===== src/rtl/mem_stage_pkg.sv =====
// mem_stage_pkg: shared datapath widths and opcode encodings for the processor stages
package mem_stage_pkg;
   localparam int ARCH_BITS     = 32;
   localparam int REG_ADDR_BITS = 5;
   localparam logic [6:0] OPCODE_ADD = 7'h00;
   localparam logic [6:0] OPCODE_SUB = 7'h01;
   localparam logic [6:0] OPCODE_LDB = 7'h10;
   localparam logic [6:0] OPCODE_LDW = 7'h11;
   localparam logic [6:0] OPCODE_STB = 7'h12;
   localparam logic [6:0] OPCODE_STW = 7'h13;
   function automatic logic is_mem_op(input logic [6:0] op);
      return op == OPCODE_LDB || op == OPCODE_LDW || op == OPCODE_STB || op == OPCODE_STW;
   endfunction
endpackage


===== src/rtl/mem_stage_lane.sv =====
// mem_byte_lane: store byte-lane positioning and load byte extraction with sign extension
module mem_byte_lane
   import mem_stage_pkg::*;
(
   input  logic [1:0]           addr_lo_i,
   input  logic                 byte_i,
   input  logic [ARCH_BITS-1:0] store_data_i,
   input  logic [ARCH_BITS-1:0] rdata_i,
   output logic [3:0]           be_o,
   output logic [ARCH_BITS-1:0] wdata_o,
   output logic [ARCH_BITS-1:0] load_data_o
);
   logic [7:0] ld_byte;
   // little-endian lane select; a byte store is replicated so any lane sees it
   always_comb begin
      ld_byte     = 8'(rdata_i >> {addr_lo_i, 3'b000});
      be_o        = byte_i ? 4'(4'b0001 << addr_lo_i) : 4'hF;
      wdata_o     = byte_i ? {4{store_data_i[7:0]}} : store_data_i;
      load_data_o = byte_i ? {{24{ld_byte[7]}}, ld_byte} : rdata_i;
   end
endmodule


===== src/rtl/mem_stage.sv =====
// mem_stage: memory-access stage with byte/word loads and stores and a registered writeback record
module mem_stage
   import mem_stage_pkg::*;
(
   input  logic                     clk,
   input  logic                     rst,
   input  logic                     in_valid,
   output logic                     in_ready,
   input  logic [6:0]               in_opcode,
   input  logic [ARCH_BITS-1:0]     in_alu_res,
   input  logic [ARCH_BITS-1:0]     in_store_data,
   input  logic [REG_ADDR_BITS-1:0] in_rd,
   input  logic                     in_wb_en,
   output logic                     mem_req_valid,
   input  logic                     mem_req_ready,
   output logic                     mem_req_we,
   output logic [ARCH_BITS-1:0]     mem_req_addr,
   output logic [3:0]               mem_req_be,
   output logic [ARCH_BITS-1:0]     mem_req_wdata,
   input  logic                     mem_resp_valid,
   input  logic [ARCH_BITS-1:0]     mem_resp_rdata,
   output logic                     wb_valid,
   output logic                     wb_en,
   output logic [REG_ADDR_BITS-1:0] wb_rd,
   output logic [ARCH_BITS-1:0]     wb_data,
   output logic                     misalign
);
   typedef enum logic [1:0] {IDLE, REQ, WAIT} state_e;
   state_e                   state_q, state_d;
   logic [ARCH_BITS-1:0]     addr_q, addr_d, sdata_q, sdata_d, wb_data_q, wb_data_d;
   logic [REG_ADDR_BITS-1:0] rd_q, rd_d, wb_rd_q, wb_rd_d;
   logic [6:0]               op_q, op_d;
   logic                     wb_valid_q, wb_valid_d, wb_en_q, wb_en_d, misalign_q, misalign_d;
   logic                     accept, is_byte, is_store;
   logic [3:0]               lane_be;
   logic [ARCH_BITS-1:0]     lane_wdata, lane_load;

   assign accept        = in_valid & in_ready;
   assign is_byte       = op_q == OPCODE_LDB || op_q == OPCODE_STB;
   assign is_store      = op_q == OPCODE_STB || op_q == OPCODE_STW;
   assign in_ready      = state_q == IDLE;
   // reset drops an open request in the same cycle rather than one cycle later
   assign mem_req_valid = state_q == REQ && !rst;
   assign mem_req_we    = is_store;
   assign mem_req_addr  = {addr_q[ARCH_BITS-1:2], 2'b00};
   assign mem_req_be    = is_store ? lane_be : 4'hF;
   assign mem_req_wdata = lane_wdata;
   assign wb_valid      = wb_valid_q;
   assign wb_en         = wb_en_q;
   assign wb_rd         = wb_rd_q;
   assign wb_data       = wb_data_q;
   assign misalign      = misalign_q;

   mem_byte_lane u_lane (
      .addr_lo_i    (addr_q[1:0]),
      .byte_i       (is_byte),
      .store_data_i (sdata_q),
      .rdata_i      (mem_resp_rdata),
      .be_o         (lane_be),
      .wdata_o      (lane_wdata),
      .load_data_o  (lane_load)
   );

   // next state: pass-through ops write back next cycle; memory ops go through REQ (and WAIT for loads)
   always_comb begin
      state_d    = state_q;
      addr_d     = addr_q;
      sdata_d    = sdata_q;
      rd_d       = rd_q;
      op_d       = op_q;
      wb_valid_d = 1'b0;
      wb_en_d    = 1'b0;
      wb_rd_d    = wb_rd_q;
      wb_data_d  = wb_data_q;
      misalign_d = 1'b0;
      case (state_q)
         IDLE: if (accept) begin
            if (is_mem_op(in_opcode)) begin
               state_d    = REQ;
               addr_d     = in_alu_res;
               sdata_d    = in_store_data;
               rd_d       = in_rd;
               op_d       = in_opcode;
               misalign_d = (in_opcode == OPCODE_LDW || in_opcode == OPCODE_STW) && in_alu_res[1:0] != 2'b00;
            end else begin
               wb_valid_d = 1'b1;
               wb_en_d    = in_wb_en;
               wb_rd_d    = in_rd;
               wb_data_d  = in_alu_res;
            end
         end
         REQ: if (mem_req_ready) begin
            state_d    = is_store ? IDLE : WAIT;
            wb_valid_d = is_store;
         end
         WAIT: if (mem_resp_valid) begin
            state_d    = IDLE;
            wb_valid_d = 1'b1;
            wb_en_d    = 1'b1;
            wb_rd_d    = rd_q;
            wb_data_d  = lane_load;
         end
         default: state_d = IDLE;
      endcase
   end

   // state and record registers
   always_ff @(posedge clk) begin
      if (rst) begin
         state_q    <= IDLE;
         addr_q     <= '0;
         sdata_q    <= '0;
         rd_q       <= '0;
         op_q       <= '0;
         wb_valid_q <= 1'b0;
         wb_en_q    <= 1'b0;
         wb_rd_q    <= '0;
         wb_data_q  <= '0;
         misalign_q <= 1'b0;
      end else begin
         state_q    <= state_d;
         addr_q     <= addr_d;
         sdata_q    <= sdata_d;
         rd_q       <= rd_d;
         op_q       <= op_d;
         wb_valid_q <= wb_valid_d;
         wb_en_q    <= wb_en_d;
         wb_rd_q    <= wb_rd_d;
         wb_data_q  <= wb_data_d;
         misalign_q <= misalign_d;
      end
   end
endmodule


===== config.mk =====
export PLATFORM = sky130hd
export DESIGN_NAME = mem_stage
export DESIGN_NICKNAME = d
export VERILOG_FILES = /design/src/rtl/mem_stage_pkg.sv /design/src/rtl/mem_stage_lane.sv /design/src/rtl/mem_stage.sv
export SDC_FILE = /design/constraint.sdc
export NUM_CORES = 1
export LEC_CHECK = 0
export ABC_AREA = 0
export CAP_MARGIN = 20
export CORE_UTILIZATION = 45
export DETAILED_ROUTE_END_ITERATION = 7
export PLACE_DENSITY = 0.79
export REMOVE_ABC_BUFFERS = 1
export SLEW_MARGIN = 20
export SYNTH_ARGS = -nofsm -noshare
export SYNTH_HDL_FRONTEND = slang
export SYNTH_HIERARCHICAL = 1
export SYNTH_SLANG_ARGS = --single-unit

===== constraint.sdc =====
create_clock -name clk -period 2.1 [get_ports clk]
set_input_delay 0.525 -clock clk [delete_from_list [all_inputs] [get_ports clk]]
set_output_delay 0.525 -clock clk [all_outputs]
set_load 0.01 [all_outputs]

== Yosys cells after proc, flatten, opt, wreduce, memory -nomap -nowiden ==
Cells that the tools add are included.
W data, S select, Z words.

* Add/subtract/negate cells: 0
* Multiply operators: 0
* Divide/modulo/power cells: 0
* Magnitude comparators: 0
* Equal/unequal tests: 14
* Shift operators: 2
* Mux-type cells: 26
* Bitwise operators: 4
* Reductions and logical operators: 16

{| class="wikitable"
|+ Operators by type and width
! cell !! count
|-
| $mux W32 || 5
|-
| $pmux W32 S2 || 1
|-
| $eq A7 B5 Y1 const B || 7
|-
| $shr A32 B5 Y8 || 1
|-
| $mux W5 || 3
|-
| $mux W2 || 5
|-
| $pmux W5 S2 || 1
|-
| $mux W4 || 2
|-
| $reduce_and A4 Y1 || 2
|-
| $logic_or A1 B1 Y1 || 6
|-
| $mux W1 || 6
|-
| $ne A2 B2 Y1 const B || 3
|-
| $pmux W2 S3 || 1
|-
| $ne A2 B1 Y1 const B || 2
|-
| $reduce_bool A2 Y1 || 2
|-
| $reduce_or A4 Y1 || 1
|-
| $shl A1 B2 Y4 const A || 1
|-
| $not A1 Y1 || 3
|-
| $pmux W1 S3 || 1
|-
| $reduce_and A3 Y1 || 1
|-
| $eq A2 B1 Y1 const B || 1
|-
| $eq A2 B2 Y1 const B || 1
|-
| $logic_and A1 B1 Y1 || 2
|-
| $logic_not A2 Y1 || 1
|-
| other kinds (3) || 3
|}

* Register bits: 118
* Latch bits: 0
* Bits in writable memories: 0
* Bits in read-only memories: 0
* Bits of input ports: 114
* Output and inout bits: 111
* Word-level logic and storage cells: 72
* Memories: 0

== Logic depth before layout (Yosys ltp) ==
Gate-level depths: netlist of the first run.

* Word-level depth: 7
* Gate-level depth with buffers: 8
* Gate-level depth less buffers: 6

== Modules after synthesis ==
The synthesis of the first run kept the hierarchy.

{| class="wikitable"
|+ Modules (own cells, without submodules)
! module !! instances !! cells each !! area each (um^2) !! seq. area each (um^2)
|-
| mem_stage || 1 || 554 || 4835.9 || 2362.3
|-
| mem_byte_lane || 1 || 173 || 1253.7 || 0.0
|}

== Worst setup path after synthesis of the first run ==
Ideal clock, no wire load.

* Kind: register -> output
* Start point: register op_q[2]
* End point: output mem_req_be[1]
* Arrival: 1.545 ns
* Data required time: 1.575 ns
* Path slack: 0.030 ns
* Stages on the path, launching flop included: 7
* Path buffers: 2
* Cells stage by stage: dfxtp_1 -> nor4b_1 -> nor3b_1 -> buf_6 -> clkbuf_1 -> o21ai_0 -> nand2b_1

* Word-level cells in the longest chain between the ends: 4
* Elaborated cells between the ends (all ways): 7
* Classes of those cells: eq/ne (3); mux (2); reduce/logical (2)

{| class="wikitable"
|+ Ends and longest elaborated chain
! element !! line !! RTL
|-
| from (decl) || mem_stage.sv:32 || <nowiki>logic [6:0] op_q, op_d;</nowiki>
|-
| from (signal assigned) || mem_stage.sv:125 || <nowiki>op_q <= op_d;</nowiki>
|-
| $eq A7 B5 Y1 || mem_stage.sv:39 || <nowiki>assign is_byte = op_q == OPCODE_LDB || op_q == OPCODE_STB;</nowiki>
|-
| $logic_or A1 B1 Y1 (*) || mem_stage.sv:39 ||
|-
| via is_byte || mem_stage.sv:34 || <nowiki>logic accept, is_byte, is_store;</nowiki>
|-
| $mux W4 (*) || mem_stage_lane.sv:17 || <nowiki>be_o = byte_i ? 4'(4'b0001 << addr_lo_i) : 4'hF;</nowiki>
|-
| via lane_be[1] || mem_stage.sv:35 || <nowiki>logic [3:0] lane_be;</nowiki>
|-
| $mux W4 (*) || mem_stage.sv:46 || <nowiki>assign mem_req_be = is_store ? lane_be : 4'hF;</nowiki>
|-
| to (decl) || mem_stage.sv:18 || <nowiki>output logic [3:0] mem_req_be,</nowiki>
|}

The timed path passes the listed nets; every way through them passes the cells marked *.

== Worst setup path in the final report of the first run ==
* Start point: register op_q[2]
* End point: output mem_req_be[0]

The elaborated chain is that of the path after synthesis.

==> results of run 1 <==
power groups by stage:
stage | Sequential, mW | Clock [mW] | Combinational (mW)
after floorplan | 2.42 | 0 | 0.236
after global placement | 2.39 | 0 | 0.748
after detailed placement | 2.39 | 0 | 0.755
after CTS | 2.35 | 2.94 | 0.787
after global routing | 2.36 | 3.08 | 0.857
final | 2.35 | 2.90 | 0.802
metrics by stage:
step / power [mW] / setup WS, ns / instance area [um^2]
finish: 6.05 / -0.354 / 9230
global route: 6.29 / -0.500 / 9230
CTS: 6.07 / -0.386 / 9120
detailed placement: 3.15 / -0.398 / 8260
global placement: 3.14 / -0.303 / 8260
floorplan: 2.66 / -3.64 / 5420
how the worst max path moves through the flow:
stage	start	end	depth (start not counted)
2_1_floorplan	op_q[2]	wb_data[18]	6
3_3_place_gp	op_q[2]	mem_req_wdata[30]	6
3_5_place_dp	op_q[2]	mem_req_wdata[30]	6
4_1_cts	op_q[5]	mem_req_wdata[30]	7
5_1_grt	op_q[2]	mem_req_be[0]	6
6_report	op_q[2]	mem_req_be[0]	6
per-layer routing:
layer  wire [um]  vias up  share of wire
met2        8680      182           0.49
met5           0        -              0
met3        1120       27          0.063
met1        7430     2667           0.42
met4         382        0          0.022
li1            -     2815              -
final cells by class:
type                    count  area share
clock buffers              25      0.0526
clock inverters             4      0.0103
inverters                  35      0.0142
multi-input cells         473       0.348
flip-flops and latches    118       0.256
well taps                 176      0.0239
repair buffers            271       0.295
layout by cell type (no fill, tap or decap), types with 3 or more instances in the layout:
cell type,count
mux2i_1,45
a222oi_1,7
nand2b_1,27
clkbuf_16,17
o21ai_0,7
clkdlybuf4s50_1,191
a211oi_2,13
dfxtp_1,115
buf_12,12
nor3b_1,5
clkbuf_8,3
clkbuf_1,5
a211oi_1,25
buf_4,22
a21oi_1,72
nor2_1,40
nand2_1,147
bufinv_16,3
o21ai_2,5
nand2b_4,4
inv_1,35
nor2b_1,8
o221ai_2,17
o221ai_4,8
o21ai_1,16
buf_16,4
buf_2,28
dfxtp_2,3
buf_6,11
registers in the layout, summed over array words and instances (netlist names), 2 cells and up:
register	flops
addr_q	32
sdata_q	32
wb_data	32
op_q	7
rd_q	5
wb_rd	5
state_q	2
cell families (layout without fill, tap and decap cells):
family,count (synthesis),after routing,synth area share
AOI/OAI and AO/OA,173,173,0.211
buffers and inverters,137,335,0.132
DFF,118,118,0.388
muxes,48,48,0.0832
other,1,2,0.000616
and+or+nand+nor,250,250,0.185
worst max-delay path, stage by stage, from the launching register on:
cell      delay, ns
dfxtp_2        0.33
nor4b_4        0.30
nor3b_4        0.29
buf_4          0.22
o21ai_2        0.08
nand2b_1       0.15
buf_2          0.13
what timing repair did:
action,CTS,global route
setup buffers,7,4
pin swaps,52,7
gates resized for setup,181,30
gates cloned,4,0
setup endpoints to repair,62,62
==> key figures, run 1 <==
Synthesis
  • Post-synthesis cell count: 727
  • Synth area leader: dfxtp_1
  • Post-synth EDFFs: 0
  • Yosys cell types: 37
  • Post-synth top flop: dfxtp_1
  • Ys async rst share: 0
  • Ys Warns: 6
  • Synth area leaders: dfxtp_1 (39%), nand2_1 (9.4%), mux2i_1 (7.4%)
  • Top-area cell type share of the netlist area: 0.388
  • Register area share after synthesis: 0.388
  • Top-count cell post-synth: nand2_1
  • Commonest cells in the netlist: nand2_1 (152), dfxtp_1 (118), a21oi_1 (72), buf_4 (47), mux2i_1 (45)
  • Yosys reg bits: 118
  • Syn avg cell area: 8.38 um^2
  • Post-Syn Area: 0.00609 mm^2

Finish
  • Core Util, Final: 0.697
  • Layout Cells excl Fill: 1,102
  • Area growth syn-to-layout: 51.5%
  • Area used by multi-input combinational logic: 0.00321 mm^2
  • Fraction of layout instances using a drive strength above 1: 0.186
  • Final net count: 1,030
  • # fillers: 1,038
  • Diode count: 0
  • FF/Latch Area: 0.00237 mm^2

Timing
  • Max-slew violations: 0
  • Setup ws final: -0.354 ns
  • Final TNS setup: -11.82 ns
  • RSZ-0062 raised after global routing: true
  • Worst-margin pin slew: 0.631 ns
  • Final setup viols: 60
  • Fmax: 408 MHz
  • Min Tclk post-route: 2.45 ns
  • Crit share post-route: 1.17
  • Slew margin rel.: 0.580
  • Final hold slack: 0.450 ns
  • Final hold violations: 0
  • Final worst clock skew: 0.00712 ns

Status
  • Status: finished, violations left
  • Failing checks: negative setup slack

Worst setup path
  • Launch point of the worst reg-to-reg path: op_q[2]
  • R2r setup slk: -0.16 ns
  • CP startpoint kind: register
  • Kind of critical path: reg2out
  • Worst Reg-to-Reg Cells: 10
  • Worst EP arrival: 1.93 ns
  • Critical R2R Capture: wb_data[30]
  • Worst-path maximum fanout: 7
  • Critical Path Sink Type: output port
  • CP required: 1.57 ns

Route
  • Vias: 5,691
  • DR vias/cell: 5.16
  • DRC violations left: 0
  • Drt pass-1 iters: 7
  • DR WL/cell: 16.0 um
  • Initial DRC count: 318
  • Final WL: 17,600 um
  • DRT antenna net count: 0

GRT
  • Largest net degree at the start of global routing: 119
  • GRT Residual Overflow: 0
  • Number of global-route vias before repair: 5,511
  • Grt met1 use: 0.306
  • GRT met2 Usage: 0.431
  • Tot GR Track Use: 0.256
  • Initial antenna violation count: 0
  • Gr busiest metal: met2
  • GR Util met3: 0.0705
  • First-pass GRT wire length: 28,200 um

CTS
  • CTS Buf Count: 17
  • Root buffer cell: clkbuf_16
  • TritonCTS clock tree: built
  • Clock buffer depth: 2
  • Htree depth: 4
  • CTS Sinks: 118
  • Hold_buf cts: 0
  • Clk Latency, worst-skew pair: 0.41 ns
  • Clock Pin Slew Worst Setup and Hold Paths: 0.05 ns

Power
  • Combinational power share: 0.132
  • Net Switching: 1.35 mW
  • Sw frac: 0.223
  • Leak: 3.24 nW
  • Sequential group share of total power: 0.388
  • Clock power share: 0.480
  • Pwr dens: 656 mW/mm^2
  • Int Power: 4.70 mW
  • IR drop worst, VDD: 445 uV

Job
  • Max Cap Viol: 0

Floorplan
  • # IOs: 225
  • Die width: 118 um
  • Die ar.: 0.0140 mm^2
  • # rows: 42
  • Initial cell density of the core: 0.460
  • Core Area: 0.0132 mm^2
  • Die Y: 118 um

Place
  • Post-DP HPWL: 11,600 um
  • Port bufs: 222
  • RePlAce Congestion: 0.768
  • # placed instances: 1,060

Hold path
  • Hold_sp: addr_q[31]
  • Worst hold endpoint: addr_q[31]
  • Hold WC Path Type: reg2reg
  • WHS Path Cells: 2
Note: power is estimated with default switching activity, not from simulation.
==> inputs of run 2 (changes only) <==
==> constraint.sdc (replaced) <==
create_clock -name clk -period 2.1 [get_ports clk]
set_input_delay 0.42 -clock clk [delete_from_list [all_inputs] [get_ports clk]]
set_output_delay 0.42 -clock clk [all_outputs]
set_load 0.01 [all_outputs]
==> run 2 against run 1 <==
The flow still finishes with violations (negative setup slack). Critical path depth is 2 higher. Clock skew hardly changed. Count of clock-buffer cells in the layout is 2 lower. Largest power group unchanged. Critical endpoint is now mem_req_be[2]. Non-clock buffer count is 1 higher. Largest cell class unchanged. Flip-flop and latch count stayed put. Sequential power hardly changed. Final area is 2.9% higher.
==> key figures, run 2 (synthesis gave the netlist of run 1 again) <==
CTS
  • TritonCTS clock tree: built
  • Clock buffer depth: 2 (unchanged)
  • Hold_buf cts: 0 (unchanged)
  • Htree depth: 4 (unchanged)
  • Clk Latency, worst-skew pair: 0.41 ns (about the same)
  • CTS Buf Count: 17 (unchanged)
  • Clock Pin Slew Worst Setup and Hold Paths: 0.05 ns (about the same)
  • CTS Sinks: 118 (unchanged)
  • Root buffer cell: clkbuf_16

Power
  • Int Power: 4.88 mW (+3.8%)
  • Clock power share: 0.494 (+0.014)
  • Leak: 3.35 nW (+3.2%)
  • Post-layout power: 6.30 mW (+4.0%)
  • Sw frac: 0.225 (+0.00177)
  • Net Switching: 1.42 mW (+4.8%)
  • Pwr dens: 663 mW/mm^2 (+1.1%)
  • Sequential group share of total power: 0.373 (-0.015)
  • Combinational power share: 0.133 (about the same)
  • IR drop worst, VDD: 430 uV (-3.3%)

Floorplan
  • Die ar.: 0.0140 mm^2 (unchanged)
  • Die width: 118 um (unchanged)
  • # rows: 42 (unchanged)
  • Initial cell density of the core: 0.460 (unchanged)
  • # IOs: 225 (unchanged)
  • Die Y: 118 um (unchanged)
  • Core Area: 0.0132 mm^2 (unchanged)

GRT
  • GRT Residual Overflow: 0 (unchanged)
  • Initial antenna violation count: 0 (unchanged)
  • Number of global-route vias before repair: 5,529 (+0.33%)
  • First-pass GRT wire length: 29,200 um (+3.5%)
  • Largest net degree at the start of global routing: 119 (unchanged)
  • Tot GR Track Use: 0.263 (+0.00628)

Route
  • DRT antenna net count: 0 (unchanged)
  • Routed wl met3: 1130 um (+1.3%)
  • DR WL/cell: 17.1 um (+7.3%)
  • Wl on met1: 7960 um (+7.0%)
  • Drt pass-1 iters: 7 (unchanged)
  • Initial DRC count: 350 (+10%)
  • Final WL: 18,900 um (+7.6%)
  • Vias: 5,761 (+1.2%)
  • DRC violations left: 0 (unchanged)
  • Top sig layer: met4
  • DR vias/cell: 5.21 (+0.96%)
  • Wire length on met2: 9430 um (+8.7%)

Finish
  • Commonest non-fill, non-tap cells in the layout: clkdlybuf4s50_1 (192), nand2_1 (146), dfxtp_1 (113)
  • Commonest non-fill, non-tap cell in the layout: clkdlybuf4s50_1
  • Fraction of layout instances using a drive strength above 1: 0.219 (+0.0328)
  • FF/Latch Area: 0.00237 mm^2 (+0.11%)
  • Area used by multi-input combinational logic: 0.00337 mm^2 (+5.0%)
  • # fillers: 1,011 (-2.6%)
  • Layout Cells excl Fill: 1,105 (+0.27%)
  • Area growth syn-to-layout: 55.9%
  • Core Util, Final: 0.717 (+0.0202)
  • Final net count: 1,031 (+0.097%)
  • Diode count: 0 (unchanged)

Place
  • Port bufs: 222 (unchanged)
  • Pre-CTS setup slack: -0.343 ns (+0.0550 ns)
  • Post-DP HPWL: 11,600 um (-0.48%)
  • # placed instances: 1,055 (-0.47%)
  • RePlAce Congestion: 0.761 (-0.83%)

Worst setup path
  • Critical-path top delay cell: dfxtp_2
  • Kind of critical path: reg2out
  • Worst-path maximum fanout: 4 (-3)
  • CP startpoint kind: register
  • Critical Path Sink Type: output port
  • Crit path cell chain: nor4b_4, nor3b_4, buf_6, buf_6, buf_12, o21ai_2, nand2b_1, buf_2
  • CP required: 1.68 ns (+0.11 ns)
  • Worst EP arrival: 1.97 ns (+0.04 ns)
  • CP peak stage delay: 0.32 ns (about the same)
  • Worst Reg-to-Reg Cells: 12 (+2)
  • Worst path most repeated cell: buf_6

Status
  • Failing checks: negative setup slack
  • Status: finished, violations left

Timing
  • Worst-margin pin slew: 0.567 ns (-0.0635 ns)
  • Max-slew violations: 0 (unchanged)
  • Min Tclk post-route: 2.39 ns (-0.0681 ns)
  • Crit share post-route: 1.14 (-0.0324)
  • RSZ-0062 raised after global routing: true
  • Setup ws final: -0.285 ns (+0.0681 ns)
  • Final hold violations: 0 (unchanged)
  • Final setup viols: 60 (unchanged)
  • Final TNS setup: -11.07 ns (+0.753 ns)
  • Slew margin rel.: 0.622 (+0.0423)
  • Final worst clock skew: 0.00664 ns (-0.000484 ns)
  • Fmax: 419 MHz (+2.9%)

Hold path
  • Hold WC Path Type: reg2reg
  • WHS Path Cells: 2 (unchanged)

Job
  • Max Cap Viol: 0 (unchanged)
==> run 2: cell types whose count changed in the layout (fill, tap and decap cells not counted), moves of 2 or more <==
cell | previous run | this run
dfxtp_2 | 3 | 5
o21ai_1 | 16 | 13
clkbuf_1 | 5 | 2
buf_4 | 22 | 17
nand2b_1 | 27 | 6
buf_8 | 1 | 3
dfxtp_1 | 115 | 113
o21ai_0 | 7 | 10
clkinvlp_4 | 0 | 2
nand2b_4 | 4 | 25
buf_6 | 11 | 15
==> run 2: worst paths after layout <==
kind / slack (ns) / from / end
hold / removal: 0.45 / addr_q[15] / addr_q[15]
setup reg to reg: -0.22 / op_q[2] / wb_data[13]
hold reg to reg: 0.45 / addr_q[15] / addr_q[15]
setup / recovery: -0.29 / op_q[2] / mem_req_be[2]
==> run 2: cell type report <==
cell class	instances	share of cell area
clock buffer	23	0.0514
clock inverter	8	0.0153
multi-input combinational	473	0.355
timing repair buffer	272	0.292
tap	176	0.0232
inverter	35	0.0138
sequential	118	0.249
==> run 2: per-stage QoR <==
step	area (um^2)	hold WS, ns
after detailed placement	8230	0.446
final	9500	0.452
after CTS	9360	0.453
after global placement	8230	0.441
after global routing	9500	0.466
after floorplan	5420	0.426
==> run 2: power by group through the flow <==
stage / combinational, mW / clock [mW] / sequential [mW]
after global routing: 0.888 / 3.27 / 2.36
after floorplan: 0.236 / 0 / 2.42
after CTS: 0.805 / 3.14 / 2.35
after global placement: 0.744 / 0 / 2.39
final: 0.839 / 3.11 / 2.35
after detailed placement: 0.752 / 0 / 2.39
==> run 2: per-layer routing <==
| metal | vias to the layer above | track usage |
|---|---|---|
| met1 | 2697 | 0.321 |
| met2 | 209 | 0.448 |
| met3 | 34 | 0.0666 |
| li1 | 2821 | - |
| met5 | - | 0 |
| met4 | 0 | 0.0873 |
==> run 2: repair_timing <==
item | CTS | global route
buffers inserted | 12 | 7
endpoints found under the setup margin | 63 | 63
resized for setup | 194 | 51
pin swaps | 39 | 29
cloned | 7 | 2
==> run 2: worst max-delay path, delay by kind of cell (launching register included) <==
family | cells | cell delay (ns)
AO/OA/AOI/OAI | 1 | 0.05
buffers and inverters | 4 | 0.47
flip-flops | 1 | 0.32
AND/OR/NAND/NOR | 3 | 0.72
